===== src/rtl/imem_boot_pkg.sv =====
// Shared types and constants for the instruction-memory boot loader.
package imem_boot_pkg;

  typedef enum logic [2:0] {
    HDR  = 3'd0,
    LOAD = 3'd1,
    CSUM = 3'd2,
    FIN  = 3'd3,
    DONE = 3'd4,
    ERR  = 3'd5
  } boot_state_e;

  localparam int HDR_BYTES  = 4;
  localparam int WORD_BYTES = 4;

  // States in which the loader takes bytes from the stream.
  function automatic logic accepts_bytes(input boot_state_e st);
    case (st)
      HDR, LOAD, CSUM: accepts_bytes = 1'b1;
      default:         accepts_bytes = 1'b0;
    endcase
  endfunction

endpackage


===== src/rtl/imem_boot_loader_byte_word_assembler.sv =====
// Little-endian byte-to-word assembler shared by the header and payload phases.
// word_valid/word are combinational so the caller can act on the final byte's edge.
module byte_word_assembler
  import imem_boot_pkg::*;
#(
  parameter int NBYTES = WORD_BYTES
) (
  input  logic                  clk,
  input  logic                  rst,
  input  logic                  byte_valid,
  input  logic [7:0]            byte_data,
  output logic                  word_valid,
  output logic [8*NBYTES-1:0]   word
);

  localparam int IDX_W  = $clog2(NBYTES);
  localparam int PART_W = 8 * (NBYTES - 1);

  logic [IDX_W-1:0]  idx_r;
  logic [PART_W-1:0] part_r;
  logic              last_s;

  assign last_s     = (idx_r == IDX_W'(NBYTES - 1));
  assign word_valid = byte_valid && last_s;
  assign word       = {byte_data, part_r};

  // Byte index and right-shifting partial word (earliest byte ends up lowest).
  always_ff @(posedge clk) begin
    if (rst) begin
      idx_r  <= '0;
      part_r <= '0;
    end else if (byte_valid) begin
      idx_r  <= last_s ? '0 : idx_r + IDX_W'(1);
      part_r <= {byte_data, part_r[PART_W-1:8]};
    end
  end

endmodule


===== src/rtl/imem_boot_loader.sv =====
// Boot loader: byte stream (count header + LE words) into IMEM, then releases the core.
// Optional trailing XOR checksum byte when IMEM_BOOT_LOADER_CHECKSUM_EN is defined.
module imem_boot_loader
  import imem_boot_pkg::*;
#(
  parameter int ADDR_W = 10
) (
  input  logic              clk,
  input  logic              rst,
  input  logic              in_valid,
  input  logic [7:0]        in_data,
  output logic              in_ready,
  output logic              imem_we,
  output logic [ADDR_W-1:0] imem_addr,
  output logic [31:0]       imem_wdata,
  output logic              core_rst_n,
  output logic              done,
  output logic              error,
  output logic [ADDR_W:0]   words_loaded
);

  localparam int          GROUP_BYTES = (HDR_BYTES > WORD_BYTES) ? HDR_BYTES : WORD_BYTES;
  localparam logic [32:0] N_MAX       = 33'd1 << ADDR_W;
`ifdef IMEM_BOOT_LOADER_CHECKSUM_EN
  localparam boot_state_e AFTER_DATA = CSUM;
`else
  localparam boot_state_e AFTER_DATA = FIN;
`endif

  boot_state_e             state_r, state_n;
  logic                    accept_s, asm_valid_s, word_valid_s;
  logic [8*GROUP_BYTES-1:0] word_s;
  logic                    hdr_oversize_s, hdr_zero_s, last_word_s, csum_ok_s;
  logic [ADDR_W:0]         n_r, word_cnt_r, word_cnt_inc_s;
  logic                    in_ready_r, imem_we_r, core_rst_n_r, done_r, error_r;
  logic [ADDR_W-1:0]       imem_addr_r;
  logic [31:0]             imem_wdata_r;

  assign accept_s    = in_valid && in_ready_r;
  assign asm_valid_s = accept_s && ((state_r == HDR) || (state_r == LOAD));

  byte_word_assembler #(.NBYTES(GROUP_BYTES)) u_asm (
    .clk        (clk),
    .rst        (rst),
    .byte_valid (asm_valid_s),
    .byte_data  (in_data),
    .word_valid (word_valid_s),
    .word       (word_s)
  );

  // N is unsigned 32-bit; anything above capacity is rejected, so storing ADDR_W+1 bits is exact.
  assign hdr_oversize_s = ({1'b0, word_s} > N_MAX);
  assign hdr_zero_s     = (word_s == 32'd0);
  assign word_cnt_inc_s = word_cnt_r + {{ADDR_W{1'b0}}, 1'b1};
  assign last_word_s    = (word_cnt_inc_s == n_r);

`ifdef IMEM_BOOT_LOADER_CHECKSUM_EN
  logic [7:0] csum_r;

  // Running XOR over every accepted header and payload byte.
  always_ff @(posedge clk) begin
    if (rst) begin
      csum_r <= 8'd0;
    end else if (asm_valid_s) begin
      csum_r <= csum_r ^ in_data;
    end
  end

  assign csum_ok_s = (in_data == csum_r);
`else
  assign csum_ok_s = 1'b0;
`endif

  // State register.
  always_ff @(posedge clk) begin
    if (rst) begin
      state_r <= HDR;
    end else begin
      state_r <= state_n;
    end
  end

  // Next-state logic.
  always_comb begin
    state_n = state_r;
    case (state_r)
      HDR: begin
        if (word_valid_s) begin
          if (hdr_oversize_s) state_n = ERR;
          else if (hdr_zero_s) state_n = AFTER_DATA;
          else state_n = LOAD;
        end else begin
          state_n = state_r;
        end
      end
      LOAD: begin
        if (word_valid_s && last_word_s) state_n = AFTER_DATA;
        else state_n = state_r;
      end
      CSUM: begin
        if (accept_s) state_n = csum_ok_s ? FIN : ERR;
        else state_n = state_r;
      end
      FIN:     state_n = DONE;
      DONE:    state_n = DONE;
      ERR:     state_n = ERR;
      default: state_n = ERR;
    endcase
  end

  // Registered outputs and load bookkeeping; status flags follow the next state.
  always_ff @(posedge clk) begin
    if (rst) begin
      n_r          <= '0;
      word_cnt_r   <= '0;
      in_ready_r   <= 1'b0;
      imem_we_r    <= 1'b0;
      imem_addr_r  <= '0;
      imem_wdata_r <= 32'd0;
      core_rst_n_r <= 1'b0;
      done_r       <= 1'b0;
      error_r      <= 1'b0;
    end else begin
      in_ready_r   <= accepts_bytes(state_n);
      imem_we_r    <= (state_r == LOAD) && word_valid_s;
      core_rst_n_r <= (state_n == DONE);
      done_r       <= (state_n == DONE);
      error_r      <= (state_n == ERR);
      if ((state_r == HDR) && word_valid_s) begin
        n_r <= word_s[ADDR_W:0];
      end
      if ((state_r == LOAD) && word_valid_s) begin
        imem_addr_r  <= word_cnt_r[ADDR_W-1:0];
        imem_wdata_r <= word_s[31:0];
        word_cnt_r   <= word_cnt_inc_s;
      end
    end
  end

  assign in_ready     = in_ready_r;
  assign imem_we      = imem_we_r;
  assign imem_addr    = imem_addr_r;
  assign imem_wdata   = imem_wdata_r;
  assign core_rst_n   = core_rst_n_r;
  assign done         = done_r;
  assign error        = error_r;
  assign words_loaded = word_cnt_r;

endmodule


===== config.mk =====
export PLATFORM = sky130hd
export DESIGN_NAME = imem_boot_loader
export DESIGN_NICKNAME = d
export VERILOG_FILES = /design/src/rtl/imem_boot_pkg.sv /design/src/rtl/imem_boot_loader_byte_word_assembler.sv /design/src/rtl/imem_boot_loader.sv
export SDC_FILE = /design/constraint.sdc
export NUM_CORES = 1
export LEC_CHECK = 0
export CAP_MARGIN = 20
export CORE_AREA = 2 2 136 105
export DETAILED_ROUTE_END_ITERATION = 12
export DIE_AREA = 0 0 138 107
export GPL_TIMING_DRIVEN = 1
export PLACE_DENSITY = 0.61
export SKIP_LAST_GASP = 1
export SYNTH_ARGS = -nofsm -noshare
export SYNTH_HDL_FRONTEND = slang
export SYNTH_SLANG_ARGS = --single-unit

===== constraint.sdc =====
create_clock -name clk -period 4.6 [get_ports clk]
set_input_delay 0.46 -clock clk [delete_from_list [all_inputs] [get_ports clk]]
set_output_delay 0.46 -clock clk [all_outputs]
set_load 0.005 [all_outputs]

==> results list <==
- Share of cells above drive strength 1: 0.0549
* Maximum fanout along the worst path: 28
* Final worst clock skew: 10.2 ps
* Depth of the CTS H-tree: 3
- Clock-pin slew was measured on the worst setup and hold paths at 70 ps.
* Die area: 0.0148 mm2
- Start-to-end type of the worst setup path: in2reg
* Number of warnings issued by yosys: 0
* Wire length of the first global-routing pass: 16,900 um
- Slew at the pin with the worst max-slew slack: 703 ps
- Data on the critical path is required at its endpoint by 4830 ps.
- In this run the core area contains 37 standard-cell rows.
- Of the synthesized area, sequential elements account for 0.490.
- The clock period could shrink to 2680 ps.
* Vias/cell: 4.83
- Counting flops with an async set or reset pin after synthesis yields a share of 0.
- In this run, placement finished with an instance count of 705.
- For this run, the total global-route usage over all layers was measured as 0.141.
- The routed design has 10,200 um of wire.
- Total CTS buffers: 9
- Routed WL per cell: 14.1 um
- Max Slew Vio Count: 0
- Met3 routing resource usage after global routing: 0.0429
- The initial antenna violation count was 0.
- Primary flip-flop cell chosen by synthesis mapping: sky130_fd_sc_hd__dfxtp_1
* Core area: 0.0134 mm2
- Largest voltage drop on the vdd net: 0.177 mV
* Most common cell in the synthesized netlist: sky130_fd_sc_hd__nand2_1
* Final total power: 1.66 mW
- For this run the aggregate overflow at the end of global routing stands at 0.
- Ranked by instance count, the synthesized netlist is headed by sky130_fd_sc_hd__nand2_1, sky130_fd_sc_hd__dfxtp_1, sky130_fd_sc_hd__a21oi_1.
* Class of the worst hold path: reg2reg
* Met2 track demand over resource: 0.214
- Count of antenna diodes in the layout: 0
- Avg Inst Size Synth: 8.09 um2
- Via count of the first global-routing pass: 3,320
* Number of buffers on the longest clock path: 2
* Number of hold violations in the final report: 0
- The detail route stage leaves a number of antenna-violating nets equal to 0.
* GRT met1 Usage: 0.193
- Dpl hpwl: 7120 um
* Synthesized instance count: 490
- Routability congestion estimate: 0.790
* Number of enable-type register cells in the synthesized netlist: 0
- Headroom to the max-slew limit came out at 0.530.
* Upper clock frequency limit: 374 MHz
- The synthesized netlist occupies a cell area of 0.00396 mm2.
- Measured along the y axis, the die boundary spans 107 um.
- TritonCTS built the clock tree.
- Number of nets in the layout: 554
* Post-synthesis register bit count: 97
* Count of cells resized by post-cts repair: 0
- Total number of vias: 3,486
- The initial utilization of the core area, before any placement, comes to 0.295.
- CTS Hold Buffers Added: 0
- The layer flagged by global routing as most heavily used is met2.
- For this design the static power due to leakage is 1.69 nW.
- Proportion of netlist area held by the largest area contributor: 0.490
- Compared with the post-synthesis result, the final layout area differs by 28.0%.
- Count of max-cap constraint violations: 0
- The tree is rooted in a sky130_fd_sc_hd__clkbuf_16.
- Unrepaired setup endpoints after global routing: no
- Total DRC errors in the routed layout: 0
- Share of the clock period used by the worst path: 0.582
* Capturing element type of the critical path: flop
- Clock Latency Late Sink: 340 ps
- Worst hold margin: 455 ps
- The number of nets in the synthesized netlist is 503.
- Summed over all failing endpoints, the final setup total negative slack is 0 ps.
* Buffers added on ports: 68
* Post-CTS Setup Repair Bufs: 0
* Largest cells by area after synthesis: sky130_fd_sc_hd__dfxtp_1, sky130_fd_sc_hd__nand2_1, sky130_fd_sc_hd__a21oi_1
- # clock sinks: 97
- 69 I/O pins were placed.
* Arrival time worst endpoint: 2910 ps
* Total iterations of the first detailed-routing run: 4
* Violation count after the first detailed-routing iteration: 297
* Maximum number of pins on one net before global-route repair: 48
- For this design the ratio of total power to cell area is 328 mW/mm2.
* Count of endpoints failing setup in the final report: 0
* Non-Filler Instances: 721
- Startpoint types: input port
- The run finished with clean final reports.
- The number of different library cells used by synthesis comes to 50.
- Summed over all instances, the cell type with the most area after synthesis is sky130_fd_sc_hd__dfxtp_1.
- From left edge to right edge, the die measures 138 um.
per-stage QoR:
stage / setup slack, ps / utilization / cell area [um2]
6_report: 1920 / 0.378 / 5070
5_1_grt: 1730 / 0.378 / 5070
4_1_cts: 1920 / 0.378 / 5070
3_5_place_dp: 1580 / 0.355 / 4770
3_3_place_gp: 1600 / 0.354 / 4750
2_1_floorplan: 2570 / - / 3960
critical path: stages:
cell                              delay, ps
sky130_fd_sc_hd__clkdlybuf4s50_1        530
sky130_fd_sc_hd__nor4bb_4               210
sky130_fd_sc_hd__buf_4                  320
sky130_fd_sc_hd__and3_1                 570
sky130_fd_sc_hd__nand4_1                170
sky130_fd_sc_hd__or4_4                  450
sky130_fd_sc_hd__o21ba_1                190
where the power goes:
group	internal (mW)	switching (mW)	total [mW]	leakage (nW)
Clock	0.428	0.330	0.757	0.140
Combinational	0.0204	0.0328	0.0531	0.772
Sequential	0.845	0.00708	0.852	0.783
Total	1.29	0.370	1.66	1.69
metal layers:
metal  vias up  wire length (um)
li1       1756                 -
met1      1624              4910
met2        97              4410
met3         9               744
met4         0               104
met5         -                 0
cells by family (layout without fill, tap and decap cells):
group | count (synthesis) | count (layout) | synth area share
and+or+nand+nor | 229 | 229 | 0.255
DFF | 97 | 97 | 0.490
AOI/OAI and AO/OA | 92 | 92 | 0.128
buffers and inverters | 37 | 93 | 0.0442
xor gates and xnor gates | 22 | 22 | 0.0486
muxes | 11 | 11 | 0.0281
adders and majority gates | 2 | 2 | 0.00631
final timing paths:
path | from | endpoint | slack (ps) | cells after the start
worst max-delay path | in_valid | in_ready | 1920 | 7
worst max register to register | in_ready | in_ready | 2040 | 6
worst min-delay path | imem_addr[8] | imem_addr[8] | 460 | 2
worst min register to register | imem_addr[8] | imem_addr[8] | 460 | 2
placed cells by master (no fill, tap or decap), types with 2 or more instances in the layout:
cell	count
sky130_fd_sc_hd__nor2b_1	3
sky130_fd_sc_hd__ha_1	2
sky130_fd_sc_hd__nor3_1	6
sky130_fd_sc_hd__o21ai_0	2
sky130_fd_sc_hd__or4_1	2
sky130_fd_sc_hd__o211ai_1	2
sky130_fd_sc_hd__mux2i_1	10
sky130_fd_sc_hd__nand4_1	3
sky130_fd_sc_hd__clkdlybuf4s50_1	67
sky130_fd_sc_hd__nor4_1	8
sky130_fd_sc_hd__o2111ai_1	2
sky130_fd_sc_hd__dfxtp_1	97
sky130_fd_sc_hd__buf_4	5
sky130_fd_sc_hd__inv_1	3
sky130_fd_sc_hd__inv_6	3
sky130_fd_sc_hd__xor2_1	5
sky130_fd_sc_hd__and3_1	3
sky130_fd_sc_hd__clkinvlp_4	2
sky130_fd_sc_hd__nand2_1	144
sky130_fd_sc_hd__o31ai_1	2
sky130_fd_sc_hd__nor3b_1	3
sky130_fd_sc_hd__o22ai_1	2
sky130_fd_sc_hd__clkbuf_16	9
sky130_fd_sc_hd__nor2_1	34
sky130_fd_sc_hd__xnor2_1	17
sky130_fd_sc_hd__a21oi_1	75
sky130_fd_sc_hd__nand3_1	8
final cells by class:
class	instances	area [um2]
clock buffers	10	229
clock inverters	6	71.3
fillers	1368	8350
inverters	3	11.3
multi-input cells	356	1870
flip-flops and latches	97	1940
well taps	175	219
repair buffers	74	733
flip-flops by register name (all words and copies together), names as in the netlist:
name and cells:
done 1, error 1, imem_addr 10, imem_wdata 32, imem_we 1, in_ready 1
n_r 11, state_r 3, u_asm.idx_r 2, u_asm.part_r 24, words_loaded 11
(Power assumes the default switching activity.)
